<file path="config.mk">
export PLATFORM = sky130hd
export DESIGN_NAME = alu_share_arbiter
export DESIGN_NICKNAME = d
export VERILOG_FILES = /design/src/rtl/alu_share_arbiter.sv
export SDC_FILE = /design/constraint.sdc
export NUM_CORES = 1
export LEC_CHECK = 0
export ABC_AREA = 1
export CORE_MARGIN = 8
export CORE_UTILIZATION = 40
export CTS_CLUSTER_DIAMETER = 50
export DETAILED_ROUTE_END_ITERATION = 10
export PLACE_DENSITY = 0.8
export SLEW_MARGIN = 20
export SYNTH_ARGS = -nofsm -noshare
export SYNTH_HDL_FRONTEND = slang
export SYNTH_SLANG_ARGS = --single-unit
</file>
<file path="constraint.sdc">
create_clock -name clk -period 4.65 [get_ports clk]
set_input_delay 1.1625 -clock clk [delete_from_list [all_inputs] [get_ports clk]]
set_output_delay 1.1625 -clock clk [all_outputs]
set_load 0.02 [all_outputs]
</file>
<file path="src/rtl/alu_share_arbiter.sv">
// Round-robin sequencer sharing one combinational ALU between two valid/ready
// requesters: registered ALU drive, one-cycle result capture, per-requester response.
module alu_share_arbiter #(
  parameter int WIDTH = 32
) (
  input  logic             clk,
  input  logic             reset,
  input  logic             r0_valid,
  output logic             r0_ready,
  input  logic [3:0]       r0_op,
  input  logic [WIDTH-1:0] r0_a,
  input  logic [WIDTH-1:0] r0_b,
  output logic             r0_rsp_valid,
  input  logic             r0_rsp_ready,
  output logic [WIDTH-1:0] r0_y,
  output logic             r0_zero,
  output logic             r0_err,
  input  logic             r1_valid,
  output logic             r1_ready,
  input  logic [3:0]       r1_op,
  input  logic [WIDTH-1:0] r1_a,
  input  logic [WIDTH-1:0] r1_b,
  output logic             r1_rsp_valid,
  input  logic             r1_rsp_ready,
  output logic [WIDTH-1:0] r1_y,
  output logic             r1_zero,
  output logic             r1_err,
  output logic [3:0]       alu_ctrl,
  output logic [WIDTH-1:0] alu_a1,
  output logic [WIDTH-1:0] alu_a2,
  input  logic [WIDTH-1:0] alu_y,
  input  logic             alu_zero
);

  typedef enum logic [1:0] {
    IDLE = 2'd0,
    EXEC = 2'd1,
    RESP = 2'd2
  } state_t;

  state_t           state_r;
  logic             last_r;
  logic             gnt_r;
  logic [3:0]       op_r;
  logic [WIDTH-1:0] a_r;
  logic [WIDTH-1:0] b_r;
  logic [WIDTH-1:0] y_r;
  logic             z_r;
  logic             err_r;
  logic             rsp0_valid_r;
  logic             rsp1_valid_r;
  logic             grant0_s;
  logic             grant1_s;
  logic             rsp_hs_s;

  function automatic logic op_legal(input logic [3:0] op);
    case (op)
      4'd0, 4'd1, 4'd2, 4'd3, 4'd4,
      4'd5, 4'd6, 4'd7, 4'd8, 4'd10: op_legal = 1'b1;
      default:                       op_legal = 1'b0;
    endcase
  endfunction

  // Grant offered only while idle; last_r=1 means r1 was served last, so r0 wins a tie
  always_comb begin
    grant0_s = 1'b0;
    grant1_s = 1'b0;
    if (state_r == IDLE) begin
      if (r0_valid && r1_valid) begin
        grant0_s = last_r;
        grant1_s = !last_r;
      end else begin
        grant0_s = r0_valid;
        grant1_s = r1_valid;
      end
    end else begin
      grant0_s = 1'b0;
      grant1_s = 1'b0;
    end
  end

  // Response handshake for the requester currently being served
  always_comb begin
    if (gnt_r) begin
      rsp_hs_s = rsp1_valid_r && r1_rsp_ready;
    end else begin
      rsp_hs_s = rsp0_valid_r && r0_rsp_ready;
    end
  end

  // Sequencer: accept, drive ALU, capture result, hold response until consumed
  always_ff @(posedge clk or posedge reset) begin
    if (reset) begin
      state_r      <= IDLE;
      last_r       <= 1'b1;
      gnt_r        <= 1'b0;
      op_r         <= 4'd0;
      a_r          <= {WIDTH{1'b0}};
      b_r          <= {WIDTH{1'b0}};
      y_r          <= {WIDTH{1'b0}};
      z_r          <= 1'b0;
      err_r        <= 1'b0;
      rsp0_valid_r <= 1'b0;
      rsp1_valid_r <= 1'b0;
    end else begin
      case (state_r)
        IDLE: begin
          if (grant0_s || grant1_s) begin
            gnt_r   <= grant1_s;
            op_r    <= grant1_s ? r1_op : r0_op;
            a_r     <= grant1_s ? r1_a : r0_a;
            b_r     <= grant1_s ? r1_b : r0_b;
            state_r <= EXEC;
          end
        end
        EXEC: begin
          // Illegal codes never sample the ALU, so an undefined result cannot leak out
          if (op_legal(op_r)) begin
            y_r   <= alu_y;
            z_r   <= alu_zero;
            err_r <= 1'b0;
          end else begin
            y_r   <= {WIDTH{1'b0}};
            z_r   <= 1'b0;
            err_r <= 1'b1;
          end
          rsp0_valid_r <= !gnt_r;
          rsp1_valid_r <= gnt_r;
          state_r      <= RESP;
        end
        RESP: begin
          if (rsp_hs_s) begin
            last_r       <= gnt_r;
            rsp0_valid_r <= 1'b0;
            rsp1_valid_r <= 1'b0;
            state_r      <= IDLE;
          end
        end
        default: begin
          rsp0_valid_r <= 1'b0;
          rsp1_valid_r <= 1'b0;
          state_r      <= IDLE;
        end
      endcase
    end
  end

  assign r0_ready     = grant0_s;
  assign r1_ready     = grant1_s;
  assign alu_ctrl     = op_r;
  assign alu_a1       = a_r;
  assign alu_a2       = b_r;
  assign r0_rsp_valid = rsp0_valid_r;
  assign r1_rsp_valid = rsp1_valid_r;
  assign r0_y         = y_r;
  assign r1_y         = y_r;
  assign r0_zero      = z_r;
  assign r1_zero      = z_r;
  assign r0_err       = err_r;
  assign r1_err       = err_r;

endmodule

</file>
# == Word-level counts from Yosys, hierarchy flattened ==
# Memory sizes are Yosys's and may differ from the RTL's.
# Index checks and enable logic that the tools add are counted.
# classes
n_reduce_logical,11
n_mux,18
bitwise,1
n_eq_ne,4
# ops
op,count
two-way mux 32 bit,3
two-way mux 1 bit,9
AND reduction 2 bit,4
case mux 1 bit (3 select lines),2
case mux 2 bit (3 select lines),1
two-way mux 2 bit,2
two-way mux 4 bit,1
logical AND 1 bit,3
"equality test 2 x 1 -> 1 bit, second input constant",1
"equality test 2 bit, second input constant",1
logical NOT 1 bit,2
logical NOT 2 bit,1
"inequality test 2 x 1 -> 1 bit, second input constant",1
"inequality test 2 bit, second input constant",1
logical OR 1 bit,1
inverter 1 bit,1
# word_totals
regBits,108
n_memories,1
in_bits,175
out_inout_bits,140
elab_cells,46
rom_bits,16
# memory_table
name,words,width,read_ports,rd_clocked_by_memory_dff,write_ports,line,source
(name not given),16,1,1,0,0,57,case (op)

# == Logic depth before layout (Yosys ltp) ==
# Gate-level depths: netlist (run 1).
# depth
ltp_word,6
ltp_mapped,7

# == Worst setup path before layout (run 1) ==
# Ideal clock, no wire load.
# synth_timing
path_kind,input to output
start,input r1_valid
end,output r0_ready
path_stages,6
setup_slack_ns,1.454
arrival_time_ns,2.034
cell_sequence,buf_2 -> buf_2 -> buf_2 -> inv_1 -> o21ai_0 -> nor2_1
# synth_between
elab_chain_len,3
# synth_rtl
element,line,source
"start, declared",18,"input logic r1_valid,"
logical AND 1 bit,69,if (r0_valid && r1_valid) begin
two-way mux 1 bit,69,
two-way mux 1 bit,68,if (state_r == IDLE) begin
"end, declared",9,"output logic r0_ready,"
# Every way passes these cells.

# == Worst setup path in the final report (run 1) ==
# layout_timing
start,input r0_valid
end,output r1_ready
# layout_between
elab_chain_len,3
# layout_rtl
element,line,source
"start, declared",8,"input logic r0_valid,"
logical AND 1 bit,69,
two-way mux 1 bit,69,
two-way mux 1 bit,68,
"end, declared",19,"output logic r1_ready,"
# Every way passes these cells.

==> metrics.md, run 1 <==
| Metric | Value |
|---|---|
| Register area share after synthesis | 46.8% |
| Yosys synthesis warning count | 0 |
| Synthesized cell area | 5780 um2 |
| Area grow syn2layout | 56.9% |
| CP startpoint kind | input port |
| Min-delay worst type | reg2reg |
| Post-synth top area share | 46.4% |
| CP endpoint kind | primary output |
| Relative slew slack | 47.8% |
| Buffers on Ports | 314 |
| Initial antenna violation count | 1 |
| Area leader, netlist | dfrtp_1 |
| Status | complete, no violations |
| Worst path most repeated cell | clkdlybuf4s50_1 |
| Share of cells above drive strength 1 | 3.22% |
| DP HPWL | 14700 um |
| Via-per-instance ratio | 4.78 |
| Critical-path top delay cell | clkdlybuf4s50_1 |
| CTS buffer count | 9 |
| Hold_buf cts | 0 |
| Die Height | 136 um |
| Post-place setup slack | 0.944 ns |
| CTS tree | done |
| Setup Viol. Count Final | 0 |
| Die W | 136 um |
| Max-cap violations | 0 |
| Largest net degree at the start of global routing | 70 |
| Std cell rows | 44 |
| Die ar. | 18500 um2 |
| Crit-path max FO | 3 |
| Synth cell types | 19 |
| Pwr Density | 663 nW/um2 |
| Initial DRC Count | 349 |
| Routed wire length | 20200 um |
| Mapped Avg Cell Area | 7.20 um2 |
| Routed wire length per instance | 16.3 um |
| Layout Nets | 1228 |
| Routability cong. | 0.815 |
| Unrepaired setup endpoints after global routing | no |
| Endpoint arrival time on the critical path | 2.54 ns |
| Tot GR Track Use | 21.4% |
| Leakage | 4.69 nW |
| Cells after synthesis | 802 |
| Max Fclk | 0.270 GHz |
| First-pass GRT wire length | 30900 um |
| Grt total ovfl | 0 |
| Vias in the first global route | 5817 |
| CTS H-tree depth | 3 |
| Clk pin slew, worst setup/hold paths | 0.07 ns |
| Minimum clock period | 3.70 ns |
| Setup TNS | 0 ns |
| # diodes | 0 |
| DR vias | 5926 |
| Fin crit share | 79.6% |
| Synth top area cells | dfrtp_1 (46%), nand2_1 (20%), inv_1 (9.3%) |
| Post-route ant nets | 0 |
| Sink Count | 108 |
| Residual DRC | 0 |
| Core Util, Final | 63.3% |
| FF+latch count, synth | 108 |
| # IOs | 315 |
| Final hold violations | 0 |
| Cts repair resizes | 0 |
| Final slew viol count | 0 |
| Layout fillers | 1266 |
| Worst-Skew Late Latency | 0.35 ns |
| Critical path cell sequence | clkdlybuf4s50_1 -> nand2_2 -> nand3_2 -> inv_1 -> clkdlybuf4s50_1 |
| Synth Net Count | 977 |
| Initial Util | 40.4% |
| Worst setup path class | in2out |
| Worst Max-Slew Pin Slew | 0.781 ns |
| Drt pass-1 iters | 5 |
| Clk_skew | 0.00920 ns |
| Core Box Area | 14300 um2 |
| Worst Path Required | 3.49 ns |
| Peak supply drop | 0.000340 V |
| Post-route setup slack | 0.948 ns |
| Total setup buffers inserted after CTS | 0 |
| Max Root-Sink Buffers | 2 |
| Crit path largest cell delay | 0.60 ns |
| CTS root buffer | clkbuf_16 |
==> sequential cells by signal, indices dropped and copies added, names as in the netlist <==
register      cells
r0_err            1
r0_y             32
state_r           2
r1_rsp_valid      1
alu_a2           32
alu_ctrl          4
r0_zero           1
last_r            1
alu_a1           32
r0_rsp_valid      1
gnt_r             1
==> power by group <==
group / switching [mW] / internal (mW) / leakage, nW
combinational: 2.02 / 1.47 / 3.22
sequential: 0.298 / 1.40 / 1.33
clock: 0.343 / 0.470 / 0.142
==> routing by layer <==
layer  GRT usage, %  routed length (um)  vias to the layer above
met5              0                  10                        -
met4           9.95                 726                        2
met3           7.21                1970                       44
met2           35.4                9580                      255
met1           24.5                7920                     2712
li1               -                   -                     2913
==> cell usage in the layout (no fill, tap or decap), types with 2 or more instances in the layout <==
master / netlist / final
nand2_1: 312 / 311
clkdlybuf4s50_1: 0 / 313
nand3_1: 71 / 71
clkbuf_1: 27 / 2
nand4_1: 68 / 68
clkbuf_16: 0 / 9
nor2_4: 2 / 2
o21ai_0: 3 / 3
buf_4: 41 / 8
dfrtp_1: 107 / 107
bufinv_16: 0 / 2
inv_2: 3 / 3
clkinvlp_4: 0 / 2
nor2_1: 4 / 4
inv_1: 143 / 142
==> cell usage after synthesis <==
master	instances
nand4_1	68
buf_2	14
dfstp_2	1
o21ai_1	1
nand3_2	1
inv_1	143
dfrtp_1	107
nand3_1	71
buf_1	1
nor2_4	2
o21ai_0	3
clkbuf_1	27
inv_2	3
buf_4	41
o21a_1	1
o21ai_2	1
nor2_1	4
nor2_2	1
nand2_1	312
==> path summary, 6_finish.rpt <==
check                             end  slack, ns  startpoint  depth (start not counted)
max                          r1_ready       0.95    r0_valid                          5
min                        alu_a1[13]       0.48  alu_a1[13]                          2
max reg2reg                alu_a1[27]       2.48  state_r[1]                          7
min reg2reg                alu_a1[13]       0.48  alu_a1[13]                          2
max in group asynchronous      last_r       2.61       reset                          3
min in group asynchronous     r0_y[9]       1.23       reset                          2
==> metrics by stage <==
stage | cell area (um2) | hold slack [ns] | total power, mW | std cells
floorplan | 5780 | 0.470 | 3.72 | 802
global placement | 8750 | 0.461 | 5.19 | 1226
detailed placement | 8750 | 0.464 | 5.25 | 1226
CTS | 9060 | 0.483 | 6.09 | 1241
global route | 9060 | 0.497 | 6.42 | 1241
finish | 9060 | 0.477 | 6.01 | 1241
==> worst max-delay path, delay by kind of cell <==
kind | cells | cell delay (ns)
buffers and inverters | 3 | 1.18
AND/OR/NAND/NOR | 2 | 0.20
==> kinds of logic (layout without fill, tap and decap cells) <==
| logic type | after synthesis | after routing | share of synthesized area (%) |
|---|---|---|---|
| buffers and inverters | 229 | 484 | 17.8 |
| flip-flops | 108 | 108 | 46.8 |
| AND/OR/NAND/NOR | 459 | 459 | 34.7 |
| AO/OA/AOI/OAI | 6 | 6 | 0.628 |
==> cell type report <==
class	count	area (um2)	area share, %
Timing Repair Buffer	323	3220	35.5
Sequential cell	108	2700	29.8
Multi-Input combinational cell	465	2050	22.6
Inverter	146	551	6.07
Clock buffer	11	233	2.57
Tap cell	184	230	2.54
Clock inverter	4	75.1	0.828
Note: power is estimated with default switching activity, not from simulation.
==> inputs of run 2 (changes only) <==
==> constraint.sdc (replaced) <==
create_clock -name clk -period 3.7 [get_ports clk]
set_input_delay 0.925 -clock clk [delete_from_list [all_inputs] [get_ports clk]]
set_output_delay 0.925 -clock clk [all_outputs]
set_load 0.02 [all_outputs]
==> run 2 against run 1 <==
Worst hold slack worse by 0.00064 ns. Utilization is 0.11 points higher. Non-clock buffer count is 1 higher. Die area stayed put. Register-to-register slack worse by 0.94 ns. Critical path type unchanged. Final cell count is 0.16% higher.
==> metrics.md, run 2 (synthesized netlist as in run 1, its figures left out) <==
| Metric | Value |
|---|---|
| Status | complete, no violations |
| Critical R2R Capture | alu_a2[12] |
| Relative slew slack | 43.3% |
| Sw power | 3.35 mW |
| Share of cells above drive strength 1 | 3.49% |
| Clk_skew | 0.00721 ns |
| Clk pin slew, worst setup/hold paths | 0.06 ns |
| Initial Util | 40.4% |
| Max-cap violations | 0 |
| Most frequent cells in the layout | clkdlybuf4s50_1 (313), nand2_1 (311), inv_1 (142), dfrtp_1 (107), nand3_1 (71) |
| Total setup buffers inserted after CTS | 0 |
| Worst r2r src | state_r[1] |
| Combinational power share | 58.9% |
| Setup TNS | 0 ns |
| Commonest non-fill, non-tap cell in the layout | clkdlybuf4s50_1 |
| Setup Viol. Count Final | 0 |
| Minimum clock period | 3.22 ns |
| Vias in the first global route | 5646 |
| Worst R2R Setup Slack | 1.54 ns |
| Fin crit share | 87.1% |
| Max Root-Sink Buffers | 2 |
| DR vias | 5887 |
| Critical path cell sequence | clkdlybuf4s50_1 -> o21ai_0 -> nor2_1 -> clkdlybuf4s50_1 |
| Pwr Density | 825 nW/um2 |
| Via-per-instance ratio | 4.74 |
| DP HPWL | 14500 um |
| Layout fillers | 1250 |
| Post-route design area | 9080 um2 |
| Int Power | 4.14 mW |
| Sequential share of power | 28.5% |
| Grt total ovfl | 0 |
| CTS buffer count | 9 |
| Worst path most repeated cell | clkdlybuf4s50_1 |
| Sink Count | 108 |
| Drt pass-1 iters | 4 |
| CP top delay family | buffers and inverters |
| Worst Path Required | 2.77 ns |
| Die Height | 136 um |
| Leakage | 4.70 nW |
| Finished Layout Cells | 1243 |
| Worst Max-Slew Pin Slew | 0.849 ns |
| End of the critical path | r0_ready |
| Initial antenna violation count | 0 |
| Routed wire length | 20200 um |
| Layout Nets | 1229 |
| Area grow syn2layout | 57.2% |
| Placed cell areas | 8790 um2 |
| Largest net degree at the start of global routing | 70 |
| Clock power share | 12.5% |
| Final slew viol count | 0 |
| CP startpoint kind | input port |
| Worst path depth | 4 |
| Tot GR Track Use | 21.1% |
| Initial DRC Count | 230 |
| # IOs | 315 |
| CP endpoint kind | primary output |
| Hold_buf cts | 0 |
| Worst Setup SP | r0_valid |
| Residual DRC | 0 |
| CTS root buffer | clkbuf_16 |
| Post-route ant nets | 0 |
| Storage element area | 2700 um2 |
| Critical-path top delay cell | clkdlybuf4s50_1 |
| Worst-Skew Late Latency | 0.35 ns |
| Peak supply drop | 0.000493 V |
| Crit path largest cell delay | 0.61 ns |
| Multi-input logic area | 2050 um2 |
| First-pass GRT wire length | 30600 um |
| CTS H-tree depth | 3 |
| Min-delay worst type | reg2reg |
| Routed wire length per instance | 16.2 um |
| Die ar. | 18500 um2 |
| CTS tree | done |
| Die W | 136 um |
| Endpoint arrival time on the critical path | 2.30 ns |
| Placed Cells | 1227 |
| Final hold violations | 0 |
| Cts repair resizes | 0 |
| Worst Path Buf+Inv | 2 |
| Routability cong. | 0.791 |
| Worst R2R Path Depth | 7 |
| Max Fclk | 0.310 GHz |
| Buffers on Ports | 314 |
| Core Box Area | 14300 um2 |
| Switching share of power | 44.7% |
| Std cell rows | 44 |
| Worst setup path class | in2out |
| Crit-path max FO | 3 |
| # diodes | 0 |
| Unrepaired setup endpoints after global routing | no |
## run 2: changes by cell type in the layout (fill, tap and decap cells not counted)
cell / change
buf_4: -1
bufinv_16: -2
buf_12: +2
clkinv_2: +1
inv_4: -1
clkbuf_1: -1
clkinvlp_4: +1
clkbuf_8: +3
## run 2: power by group through the flow
stage / clock network (mW) / logic (mW) / registers (mW)
after CTS: 0.971 / 4.47 / 2.14
after floorplan: 0 / 1.91 / 2.77
after global routing: 1.01 / 4.76 / 2.21
after global placement: 0 / 4.41 / 2.13
final: 0.939 / 4.41 / 2.14
after detailed placement: 0 / 4.47 / 2.15
## run 2: worst min-delay path: stages (launching register included)
cell	delay [ns]
dfrtp_1	0.34
nand2_1	0.05
nand2_1	0.05
## run 2: cell type report
| type | instances | share of cell area (%) |
|---|---|---|
| Inverter | 146 | 6.08 |
| Tap cell | 184 | 2.54 |
| Clock buffer | 13 | 2.98 |
| Sequential cell | 108 | 29.8 |
| Clock inverter | 3 | 0.221 |
| Multi-Input combinational cell | 465 | 22.6 |
| Timing Repair Buffer | 324 | 35.8 |
## run 2: per-stage QoR
step | utilization, % | power (mW) | hold WS, ns | worst slack (ns)
after floorplan | - | 4.68 | 0.470 | 0.979
after global placement | 61.4 | 6.54 | 0.460 | 0.477
after detailed placement | 61.4 | 6.62 | 0.464 | 0.472
after CTS | 63.4 | 7.59 | 0.482 | 0.474
after global routing | 63.4 | 7.99 | 0.493 | 0.373
final | 63.4 | 7.49 | 0.476 | 0.478
## run 2: worst min path at each step
stage / from / end / slack [ns] / depth (start not counted)
after floorplan: gnt_r / r1_rsp_valid / 0.47 / 2
after global placement: alu_a2[14] / alu_a2[14] / 0.46 / 2
after CTS: alu_a2[0] / alu_a2[0] / 0.48 / 2
after global routing: alu_a1[25] / alu_a1[25] / 0.49 / 2
final: alu_a2[0] / alu_a2[0] / 0.48 / 2
after detailed placement: alu_a2[0] / alu_a2[0] / 0.46 / 2
## run 2: routing by layer
| metal | GRT usage (%) | share of wire [%] | vias to the layer above |
|---|---|---|---|
| li1 | - | - | 2923 |
| met1 | 25.4 | 40 | 2697 |
| met2 | 35.4 | 49 | 251 |
| met3 | 6.58 | 9.6 | 16 |
| met4 | 5.98 | 1.3 | 0 |
| met5 | 0 | 0 | - |
==> inputs of run 3 (changes only) <==
--- a/config.mk
+++ b/config.mk
@@ -5,9 +5,9 @@
 export SDC_FILE = /design/constraint.sdc
 export NUM_CORES = 1
 export LEC_CHECK = 0
-export ABC_AREA = 1
+export ABC_AREA = 0
 export CORE_MARGIN = 8
-export CORE_UTILIZATION = 40
+export CORE_UTILIZATION = 39
 export CTS_CLUSTER_DIAMETER = 50
 export DETAILED_ROUTE_END_ITERATION = 10
 export PLACE_DENSITY = 0.8
==> run 3 against run 2 <==
Clock skew is 0.0030 ns higher. Combinational power is 5% lower. Die area is 2.1% lower. Via count is 6.3% lower. Fmax is 3.6% lower. Final cell count is 22% lower. Register-to-register slack hardly changed. Total power is 1.8% lower. Non-clock buffer count stayed put. Worst hold slack better by 0.042 ns.
==> metrics.md, run 3 <==
| Metric | Value |
|---|---|
| Status | complete, no violations |
| Routed wire length | 20900 um |
| Max-cap violations | 0 |
| Synth Net Count | 716 |
| CP startpoint kind | input port |
| Commonest non-fill, non-tap cell in the layout | clkdlybuf4s50_1 |
| Routability cong. | 0.841 |
| Minimum clock period | 3.34 ns |
| Most frequent cells in the layout | clkdlybuf4s50_1 (313), dfrtp_1 (107), inv_1 (71), o21ai_1 (69) |
| CP top delay family | buffers and inverters |
| Cells after synthesis | 541 |
| Post-route ant nets | 0 |
| Worst Path Required | 2.77 ns |
| Crit-path max FO | 3 |
| Count of flip-flops with a built-in enable after synthesis | 0 |
| Critical path cell sequence | clkdlybuf4s50_1 -> inv_2 -> o21ai_0 -> nor2_1 -> clkdlybuf4s50_1 |
| Final slew viol count | 0 |
| Critical-path top delay cell | clkdlybuf4s50_1 |
| Crit path largest cell delay | 0.66 ns |
| Worst setup path class | in2out |
| Hold_buf cts | 0 |
| Post-synth top cells | dfrtp_1 (107), inv_1 (72), o21ai_1 (69), o2111ai_1 (68), o211ai_1 (68) |
| DP HPWL | 15100 um |
| Register area share after synthesis | 49.2% |
| Clk pin slew, worst setup/hold paths | 0.06 ns |
| Worst-Skew Late Latency | 0.34 ns |
| Worst R2R Setup Slack | 1.55 ns |
| Placed cell areas | 8370 um2 |
| Synth cell types | 28 |
| CTS tree | done |
| Tot GR Track Use | 22.2% |
| Unrepaired setup endpoints after global routing | no |
| Largest net degree at the start of global routing | 70 |
| Worst R2R Path Depth | 4 |
| Initial DRC Count | 359 |
| Fin crit share | 90.4% |
| Area grow syn2layout | 57.6% |
| Std cell rows | 43 |
| DR vias | 5518 |
| Synthesized cell area | 5500 um2 |
| Placed Cells | 951 |
| CP endpoint kind | primary output |
| Initial antenna violation count | 1 |
| Pwr Density | 849 nW/um2 |
| Total setup buffers inserted after CTS | 0 |
| Min-delay worst type | reg2reg |
| Synth top area cells | dfrtp_1 (49%), o2111ai_1 (11%), o211ai_1 (9.3%) |
| Cts repair resizes | 0 |
| Vias in the first global route | 5726 |
| Endpoint arrival time on the critical path | 2.42 ns |
| Clk_skew | 0.0102 ns |
| Synth Area in Compound Gates | 32.5% |
| FF+latch count, synth | 108 |
| Via-per-instance ratio | 5.71 |
| Worst path depth | 5 |
| Count leader, synth | dfrtp_1 |
| Worst Max-Slew Pin Slew | 0.787 ns |
| Post-Synth XOR/XNOR Area | 0% |
| Worst r2r src | last_r |
| Peak supply drop | 0.000375 V |
| Post-route design area | 8660 um2 |
| Max Root-Sink Buffers | 2 |
| Setup Viol. Count Final | 0 |
| Drt pass-1 iters | 5 |
| Worst path most repeated cell | clkdlybuf4s50_1 |
| Share of cells above drive strength 1 | 4.07% |
| CTS root buffer | clkbuf_16 |
| Adder-cell share of the synthesized area | 0% |
| Buffers on Ports | 314 |
| Post-synthesis mux area share | 0.182% |
| Min-delay src | alu_a1[7] |
| Sink Count | 108 |
| Main synth FF type | dfrtp_1 |
| Area leader, netlist | dfrtp_1 |
| Yosys synthesis warning count | 0 |
| Die ar. | 18100 um2 |
| Setup TNS | 0 ns |
| Post-synth top area share | 48.7% |
| Initial Util | 39.7% |
| # diodes | 0 |
| Die W | 135 um |
| Die Height | 135 um |
| Leakage | 3.51 nW |
| # IOs | 315 |
| Grt total ovfl | 0 |
| Hold Path Stages | 2 |
| Finished Layout Cells | 967 |
| Layout Nets | 957 |
| Routed wire length per instance | 21.6 um |
| Post-synthesis simple-gate area fraction | 2.35% |
| Final hold violations | 0 |
| Mapped Avg Cell Area | 10.2 um2 |
| Design Power | 7.35 mW |
| Core Box Area | 13800 um2 |
| CTS buffer count | 9 |
| Worst Setup SP | r1_valid |
| Residual DRC | 0 |
| First-pass GRT wire length | 32200 um |
| Largest family of logic cells by synthesized area | compound AO/OA/AOI/OAI gates |
| Worst Path Buf+Inv | 3 |
| Max Fclk | 0.299 GHz |
| Ys async rst share | 100% |
| CTS H-tree depth | 3 |
| Relative slew slack | 47.6% |
## run 3: final timing paths
path	to
worst max-delay path	r0_ready
worst min-delay path	alu_a1[7]
worst max register to register	alu_a1[13]
worst min register to register	alu_a1[7]
max in group asynchronous	alu_a1[13]
min in group asynchronous	alu_a2[25]
## run 3: worst min-delay path: stages (launching register included)
cell and delay (ns):
dfrtp_1 0.34, o21ai_1 0.06, o211ai_1 0.08
## run 3: layer usage
layer,part of all wire (%),GRT usage [%]
met1,38,25.6
met2,50,38.5
met3,9.9,6.69
met4,2.4,6.92
met5,0.062,0
## run 3: layout make-up
type	instances	area (um2)
Fill cell	1072	5170
Timing Repair Buffer	324	3240
Sequential cell	108	2700
Multi-Input combinational cell	266	1930
Inverter	73	278
Clock buffer	12	236
Tap cell	180	225
Clock inverter	4	51.3
## run 3: kinds of logic (layout without fill, tap and decap cells)
| family | after synthesis | after routing |
|---|---|---|
| compound gates | 247 | 247 |
| buf+inv | 167 | 413 |
| flops | 108 | 108 |
| simple gates | 18 | 18 |
| mux | 1 | 1 |
## run 3: where the power goes
group          leakage [nW]  internal (mW)  switching (mW)
registers              1.34           1.75           0.430
clock network         0.137          0.527           0.431
logic                  2.03           1.92            2.30
total                  3.51           4.19            3.16
## run 3: per-stage QoR
step / hold WS [ns] / util [%] / setup WS (ns)
after floorplan: 0.554 / - / 0.929
after global placement: 0.504 / 60.5 / 0.379
after detailed placement: 0.508 / 60.5 / 0.345
after CTS: 0.525 / 62.6 / 0.345
after global routing: 0.552 / 62.6 / 0.280
final: 0.518 / 62.6 / 0.356
